**src/rtl/spi_slave_controller.sv**
```systemverilog
// SPI slave with control/status/data registers on the system side.
// SPI pins are synchronised into clk and all serial behaviour keys off detected SCLK edges.
module spi_slave_controller #(
    parameter int SYNC_STAGES = 2
) (
    input  logic        clk,
    input  logic        RST,
    input  logic [31:0] i_data_to_registers,
    input  logic        i_wr_controll_reg,
    input  logic        i_wr_data_reg,
    input  logic        i_read_status_reg,
    output logic [31:0] o_controll_reg,
    output logic [31:0] o_status_reg,
    output logic [31:0] o_data_reg,
    output logic        o_IRQ,
    input  logic        i_sclk,
    input  logic        i_ss_n,
    input  logic        i_mosi,
    output logic        o_miso,
    output logic        o_miso_oe
);
    typedef enum logic {IDLE, ACTIVE} state_t;

    state_t state_q, state_d;
    logic [SYNC_STAGES-1:0] sclk_sync_q, sclk_sync_d, ss_sync_q, ss_sync_d;
    logic [SYNC_STAGES-1:0] mosi_sync_q, mosi_sync_d, sync_vld_q, sync_vld_d;
    logic        sclk_prev_q, sclk_prev_d, armed_q, armed_d, done_q, done_d;
    logic [31:0] ctrl_q, ctrl_d;
    logic [7:0]  data_q, data_d, rx_shr_q, rx_shr_d, tx_shr_q, tx_shr_d, hold_q, hold_d;
    logic [2:0]  bit_cnt_q, bit_cnt_d;
    logic        rxf_q, rxf_d, wcol_q, wcol_d, ovr_q, ovr_d, txe_q, txe_d, udr_q, udr_d;

    logic sclk_s, ss_s, mosi_s, irq_en, lsb_first, cpol, cpha, busy;
    logic sclk_rise, sclk_fall, sample_edge, setup_edge, byte_start, tx_shift;

    assign sclk_s    = sclk_sync_q[SYNC_STAGES-1];
    assign ss_s      = ss_sync_q[SYNC_STAGES-1];
    assign mosi_s    = mosi_sync_q[SYNC_STAGES-1];
    assign irq_en    = ctrl_q[7];
    assign lsb_first = ctrl_q[5];
    assign cpol      = ctrl_q[3];
    assign cpha      = ctrl_q[2];
    assign busy      = (state_q == ACTIVE);

    assign sclk_rise   = sclk_s & ~sclk_prev_q;
    assign sclk_fall   = ~sclk_s & sclk_prev_q;
    assign sample_edge = (cpol == cpha) ? sclk_rise : sclk_fall;
    assign setup_edge  = (cpol == cpha) ? sclk_fall : sclk_rise;

    always_comb begin
        sclk_sync_d = {sclk_sync_q[SYNC_STAGES-2:0], i_sclk};
        ss_sync_d   = {ss_sync_q[SYNC_STAGES-2:0], i_ss_n};
        mosi_sync_d = {mosi_sync_q[SYNC_STAGES-2:0], i_mosi};
        sync_vld_d  = {sync_vld_q[SYNC_STAGES-2:0], 1'b1};
        sclk_prev_d = sclk_s;
        // Only arm once a genuine (post-flush) SS-high has been seen, so a
        // reset in the middle of a transfer does not re-enter ACTIVE.
        armed_d     = armed_q | (sync_vld_q[SYNC_STAGES-1] & ss_s);
        state_d     = state_q;
        ctrl_d      = ctrl_q;
        data_d      = data_q;
        rx_shr_d    = rx_shr_q;
        tx_shr_d    = tx_shr_q;
        hold_d      = hold_q;
        bit_cnt_d   = bit_cnt_q;
        done_d      = 1'b0;
        rxf_d       = rxf_q & ~i_read_status_reg;
        wcol_d      = wcol_q & ~i_read_status_reg;
        ovr_d       = ovr_q & ~i_read_status_reg;
        udr_d       = udr_q & ~i_read_status_reg;
        txe_d       = txe_q;
        byte_start  = 1'b0;
        tx_shift    = 1'b0;

        if (i_wr_controll_reg) begin
            if (busy) wcol_d = 1'b1;
            else      ctrl_d = i_data_to_registers;
        end

        case (state_q)
            IDLE: begin
                bit_cnt_d = 3'd0;
                if (armed_q && !ss_s) begin
                    state_d    = ACTIVE;
                    byte_start = !cpha;
                end
            end
            ACTIVE: begin
                if (ss_s) begin
                    state_d   = IDLE;
                    bit_cnt_d = 3'd0;
                end else begin
                    if (sample_edge) begin
                        rx_shr_d  = lsb_first ? {mosi_s, rx_shr_q[7:1]} : {rx_shr_q[6:0], mosi_s};
                        bit_cnt_d = bit_cnt_q + 3'd1;
                        done_d    = (bit_cnt_q == 3'd7);
                    end
                    // Setup edge with bit_cnt==0 is either the CPHA=1 byte start or
                    // the CPHA=0 trailing edge after byte completion; neither shifts.
                    if (setup_edge) begin
                        if (bit_cnt_q == 3'd0) byte_start = cpha;
                        else                   tx_shift   = 1'b1;
                    end
                    if (done_q && !cpha) byte_start = 1'b1;
                end
            end
            default: state_d = IDLE;
        endcase

        if (byte_start) begin
            if (!txe_q) begin
                tx_shr_d = hold_q;
                txe_d    = 1'b1;
            end else if (i_wr_data_reg) begin
                tx_shr_d = i_data_to_registers[7:0];
            end else begin
                tx_shr_d = 8'h00;
                udr_d    = 1'b1;
            end
        end else if (tx_shift) begin
            tx_shr_d = lsb_first ? {1'b0, tx_shr_q[7:1]} : {tx_shr_q[6:0], 1'b0};
        end

        if (i_wr_data_reg) begin
            hold_d = i_data_to_registers[7:0];
            if (!(byte_start && txe_q)) txe_d = 1'b0;
        end

        if (done_q) begin
            data_d = rx_shr_q;
            rxf_d  = 1'b1;
            if (rxf_q) ovr_d = 1'b1;
        end
    end

    always_ff @(posedge clk) begin
        if (RST) begin
            state_q     <= IDLE;
            sclk_sync_q <= '0;
            ss_sync_q   <= '1;
            mosi_sync_q <= '0;
            sync_vld_q  <= '0;
            sclk_prev_q <= 1'b0;
            armed_q     <= 1'b0;
            done_q      <= 1'b0;
            ctrl_q      <= '0;
            data_q      <= '0;
            rx_shr_q    <= '0;
            tx_shr_q    <= '0;
            hold_q      <= '0;
            bit_cnt_q   <= '0;
            rxf_q       <= 1'b0;
            wcol_q      <= 1'b0;
            ovr_q       <= 1'b0;
            txe_q       <= 1'b1;
            udr_q       <= 1'b0;
        end else begin
            state_q     <= state_d;
            sclk_sync_q <= sclk_sync_d;
            ss_sync_q   <= ss_sync_d;
            mosi_sync_q <= mosi_sync_d;
            sync_vld_q  <= sync_vld_d;
            sclk_prev_q <= sclk_prev_d;
            armed_q     <= armed_d;
            done_q      <= done_d;
            ctrl_q      <= ctrl_d;
            data_q      <= data_d;
            rx_shr_q    <= rx_shr_d;
            tx_shr_q    <= tx_shr_d;
            hold_q      <= hold_d;
            bit_cnt_q   <= bit_cnt_d;
            rxf_q       <= rxf_d;
            wcol_q      <= wcol_d;
            ovr_q       <= ovr_d;
            txe_q       <= txe_d;
            udr_q       <= udr_d;
        end
    end

    assign o_controll_reg = ctrl_q;
    assign o_status_reg   = {24'b0, rxf_q, wcol_q, ovr_q, txe_q, udr_q, busy, 2'b00};
    assign o_data_reg     = {24'b0, data_q};
    assign o_IRQ          = irq_en & (rxf_q | ovr_q | udr_q);
    assign o_miso         = lsb_first ? tx_shr_q[0] : tx_shr_q[7];
    assign o_miso_oe      = busy;

endmodule
```
**config.mk**
```make
export PLATFORM = sky130hd
export DESIGN_NAME = spi_slave_controller
export DESIGN_NICKNAME = d
export VERILOG_FILES = /design/src/rtl/spi_slave_controller.sv
export SDC_FILE = /design/constraint.sdc
export NUM_CORES = 1
export LEC_CHECK = 0
export ABC_AREA = 1
export CAP_MARGIN = 20
export CORE_MARGIN = 10
export CORE_UTILIZATION = 35
export CTS_CLUSTER_DIAMETER = 120
export CTS_CLUSTER_SIZE = 16
export DETAILED_ROUTE_END_ITERATION = 10
export GPL_TIMING_DRIVEN = 0
export PLACE_DENSITY = 0.74
export SYNTH_ARGS = -nofsm -noshare
export SYNTH_HDL_FRONTEND = slang
export SYNTH_SLANG_ARGS = --single-unit
```
**constraint.sdc**
```tcl
create_clock -name clk -period 3.62 [get_ports clk]
set_input_delay 0.905 -clock clk [delete_from_list [all_inputs] [get_ports clk]]
set_output_delay 0.905 -clock clk [all_outputs]
set_load 0.01 [all_outputs]
```
### Word level (Yosys, flattened, before mapping)

Index checks and enable logic that the tools add are counted.

| storage, ports and cells | value |
|---|---|
| flip-flop bits (word level) | 84 |
| input bits | 40 |
| output and inout bits | 99 |
| word-level logic and storage cells | 88 |

| cells by class | value |
|---|---|
| $add $sub $neg | 1 |
| equality and inequality tests | 3 |
| multiplexer cells | 37 |
| bitwise logic cells | 17 |
| reduce and logical (&&, ||, !) cells | 10 |

Operators by type and width:

| operator | number |
|---|---|
| $mux W8 | 6 |
| $mux W1 | 26 |
| $and A1 B1 Y1 | 8 |
| $mux W3 | 2 |
| $not A1 Y1 | 6 |
| $pmux W3 S2 | 1 |
| $pmux W1 S2 | 2 |
| $reduce_or A4 Y1 | 1 |
| $add A3 B1 Y3 const B | 1 |
| $eq A3 B3 Y1 const B | 1 |
| $logic_and A1 B1 Y1 | 3 |
| $logic_not A3 Y1 | 1 |
| $ne A3 B1 Y1 const B | 1 |
| $or A1 B1 Y1 | 3 |
| $reduce_and A3 Y1 | 1 |
| $logic_not A1 Y1 | 2 |
| $reduce_and A2 Y1 | 1 |
| $reduce_bool A2 Y1 | 1 |
| $eq A1 B1 Y1 | 1 |

### Depth between registers and ports, before layout

| logic depth | value |
|---|---|
| depth after elaboration | 10 |
| mapped depth | 9 |
| gate-level depth less buffers | 9 |

### Least setup slack after synthesis

OpenSTA, ideal clock, no wires.

| timing | value |
|---|---|
| path kind | register to output |
| start point | register ctrl_q[5], in the netlist o_controll_reg[5] |
| end point | output o_miso |
| arrival | 0.961 ns |
| required time | 2.715 ns |
| slack | 1.754 ns |
| cell stages (with the launch flop) | 4 |
| path buffers | 1 |
| path through | dfxtp_1 -> clkbuf_1 -> nor2_1 -> a21oi_1 |

| on the way | value |
|---|---|
| word-level cells in the longest chain between the ends | 1 |

RTL lines:

| element | line | text |
|---|---|---|
| from (decl) | 28 | `logic [31:0] ctrl_q, ctrl_d;` |
| from (signal assigned) | 166 | `ctrl_q <= ctrl_d;` |
| $mux W1 | 184 | `assign o_miso = lsb_first ? tx_shr_q[0] : tx_shr_q[7];` |
| to (decl) | 19 | `output logic o_miso,` |

Every way passes these cells.

### Final worst setup path

Same ends and word-level chain as after synthesis.

==> results.sh <==
export IMPL_avgRoutedWirePerCell_um=13.1
export IMPL_clk_pin_slew_ps=60
export IMPL_cts_sinks=84
export IMPL_htree_levels=3
export IMPL_mostFrequentLayoutCell="clkdlybuf4s50_1"
export IMPL_max_slew_margin=0.634
export IMPL_final_cell_mix="clkdlybuf4s50_1, dfxtp_1, nor2_1"
export IMPL_placed_area_mm2=0.00517
export IMPL_hpwl_mm=8.37
export IMPL_p_leak_nw=2.37
export IMPL_cts_buffers=9
export IMPL_n_antenna_cell=0
export IMPL_start_util=0.361
export IMPL_power_density_mw_per_mm2=409
export IMPL_r2r_setup_slack_ps=1900
export IMPL_setup_viol_count_final=0
export IMPL_clk_latency_ps=330
export IMPL_holdWs_ps=407
export IMPL_area_growth_pct=38.8
export IMPL_irDropWorstVdd_mv=0.197
export IMPL_internal_power_mw=1.70
export IMPL_antenna_found_initial=0
export IMPL_hold_buffers=0
export IMPL_slew_violations=0
export IMPL_nets=721
export IMPL_start_kind="flop"
export IMPL_die_area_mm2=0.0159
export IMPL_ant_nets=0
export IMPL_finalSetupTns_ps=0
export IMPL_track_usage=0.132
export IMPL_period_minus_slack_ps=2900
export IMPL_pin_count=139
export IMPL_slowest_delay_ps=570
export IMPL_synth_seq_cells=84
export IMPL_sequentialPowerShare=0.440
export IMPL_grt_pass1_wl_mm=17.6
export IMPL_finalInstanceArea_mm2=0.00548
export IMPL_cts_tree="done"
export IMPL_drc=0
export IMPL_clock_skew_ps=8.46
export IMPL_ctsRootBufferMaster="clkbuf_16"
export IMPL_p_comb_frac=0.140
export IMPL_reg2reg_depth=9
export IMPL_switchingPower_mw=0.543
export IMPL_end_kind="output port"
export IMPL_power_frac_clock=0.420
export IMPL_clockBufferDepth=2
export IMPL_synth_cells=532
export IMPL_r2r_start="bit_cnt_q[0]$_SDFFE_PP0P_"
export IMPL_post_synth_cell_area_avg_um2=7.42
export IMPL_dp_slack_ps=1050
export IMPL_worstMarginPinSlew_ps=548
export IMPL_place_congestion=0.878
export IMPL_fillers=1047
export IMPL_fp_dieH_um=126
export IMPL_syn_area_mm2=0.00395
export IMPL_synth_cell_type_count=26
export IMPL_firstDrtPassIters=5
export IMPL_grt_overflow_total=0
export IMPL_largest_register_ff_count=32
export IMPL_required_ps=2710
export IMPL_hold_end="mosi_sync_q[1]$_SDFF_PP0_"
export IMPL_criticalPathCategory="flop to output port"
export IMPL_cp_slowest_cell="clkdlybuf4s50_1"
export IMPL_grt_pass1_vias=3576
export IMPL_finalCritPeriodShare=0.802
export IMPL_min_from="mosi_sync_q[0]$_SDFF_PP0_"
export IMPL_worstPathArrival_ps=2000
export IMPL_drtIter0Drc=273
export IMPL_path_cells="clkbuf_1, nor2_1, a21oi_1, clkdlybuf4s50_1"
export IMPL_vias=3763
export IMPL_routed_wl_mm=10.8
export IMPL_whs_path_depth=2
export IMPL_via_per_inst=4.57
export IMPL_hp_class="flop to flop"
export IMPL_status="finished, final reports clean"
export IMPL_rsz0062_at_grt="false"
export IMPL_cts_setup_buffers=0
export IMPL_cts_resized_gates=0
export IMPL_yosysSeqAreaShare=0.426
export IMPL_fmax_ghz=0.344
export IMPL_io_buffers=86
export IMPL_placementRows=38
export IMPL_ys_warn_count=0
export IMPL_die_w_um=126
export IMPL_drv_cap=0
export IMPL_grt_max_degree=15
export IMPL_core_area_mm2=0.0109
export IMPL_fin_ws_ps=716
export IMPL_sw_frac_of_total=0.242
export IMPL_drive_above_1_share=0.148
export IMPL_rr_endpoint="tx_shr_q[0]$_SDFFE_PP0P_"
export IMPL_hold_viol=0
export IMPL_path_max_fanout=10
## kinds of logic (layout without fill, tap and decap cells)
group	count (synthesis)	after routing	synth area share
and+or+nand+nor	187	187	0.212
muxes	1	1	0.00253
other	1	50	0.000950
DFF	84	84	0.426
adders and majority gates	3	3	0.00951
buffers and inverters	138	240	0.196
AOI/OAI and AO/OA	118	118	0.152
## cell usage after synthesis
cell type | count | area (um2)
dfxtp_1 | 84 | 1680
nor2_1 | 74 | 278
o21ai_0 | 70 | 350
nand2_1 | 64 | 240
buf_4 | 58 | 435
inv_1 | 50 | 188
a21oi_1 | 43 | 215
clkbuf_1 | 18 | 67.6
nand3_1 | 18 | 90.1
nand4_1 | 16 | 100
nand2_2 | 6 | 37.5
buf_2 | 4 | 20.0
nand3_2 | 4 | 40.0
ha_1 | 3 | 37.5
inv_2 | 3 | 11.3
a21oi_2 | 2 | 17.5
buf_6 | 2 | 22.5
clkbuf_8 | 2 | 27.5
nand2_4 | 2 | 22.5
o21ai_1 | 2 | 10.0
or2_2 | 2 | 12.5
buf_1 | 1 | 3.75
conb_1 | 1 | 3.75
mux2i_1 | 1 | 10.0
nand3_4 | 1 | 17.5
o31a_1 | 1 | 8.76
## area by class of cell
type | count | area [um2] | area share
Buffer | 85 | 577 | 0.105
Clock buffer | 12 | 256 | 0.0468
Clock inverter | 4 | 55.1 | 0.0100
Inverter | 53 | 199 | 0.0363
Multi-Input combinational cell | 359 | 1680 | 0.306
Sequential cell | 84 | 1680 | 0.307
Tap cell | 140 | 175 | 0.0320
Timing Repair Buffer | 86 | 861 | 0.157
## stage by stage
step                power [mW]  cells  utilization
floorplan                 1.18    581            -
global placement          1.31    807        0.473
detailed placement        1.32    807        0.473
CTS                       2.25    823        0.501
global route              2.34    823        0.501
finish                    2.24    823        0.501
## power by group through the flow
| stage | sequential [mW] | combinational, mW | clock (mW) |
|---|---|---|---|
| after floorplan | 1.01 | 0.166 | 0 |
| after global placement | 1.00 | 0.305 | 0 |
| after detailed placement | 1.01 | 0.310 | 0 |
| after CTS | 0.985 | 0.312 | 0.957 |
| after global routing | 0.990 | 0.347 | 1.00 |
| final | 0.985 | 0.314 | 0.940 |
## routing by layer
layer	track usage	vias up	routed length (um)
li1	-	1895	-
met1	0.148	1724	4380
met2	0.231	132	5440
met3	0.0445	12	818
met4	0.0375	0	134
met5	0	-	0
## worst max path at each step
stage                                               from     end  cells after the start
after floorplan           o_controll_reg[5]$_SDFFE_PP0P_  o_miso                      3
after global placement    o_controll_reg[5]$_SDFFE_PP0P_  o_miso                      4
after detailed placement  o_controll_reg[5]$_SDFFE_PP0P_  o_miso                      4
after CTS                 o_controll_reg[5]$_SDFFE_PP0P_  o_miso                      4
after global routing      o_controll_reg[5]$_SDFFE_PP0P_  o_miso                      4
final                     o_controll_reg[5]$_SDFFE_PP0P_  o_miso                      4
## critical path, delay by kind of cell (launching register included)
kind                   cells  cell delay [ps]
AND/OR/NAND/NOR            1               80
buffers and inverters      2              990
flip-flops                 1              450
AO/OA/AOI/OAI              1              160
No activity file was read; power rests on OpenSTA's default activity.
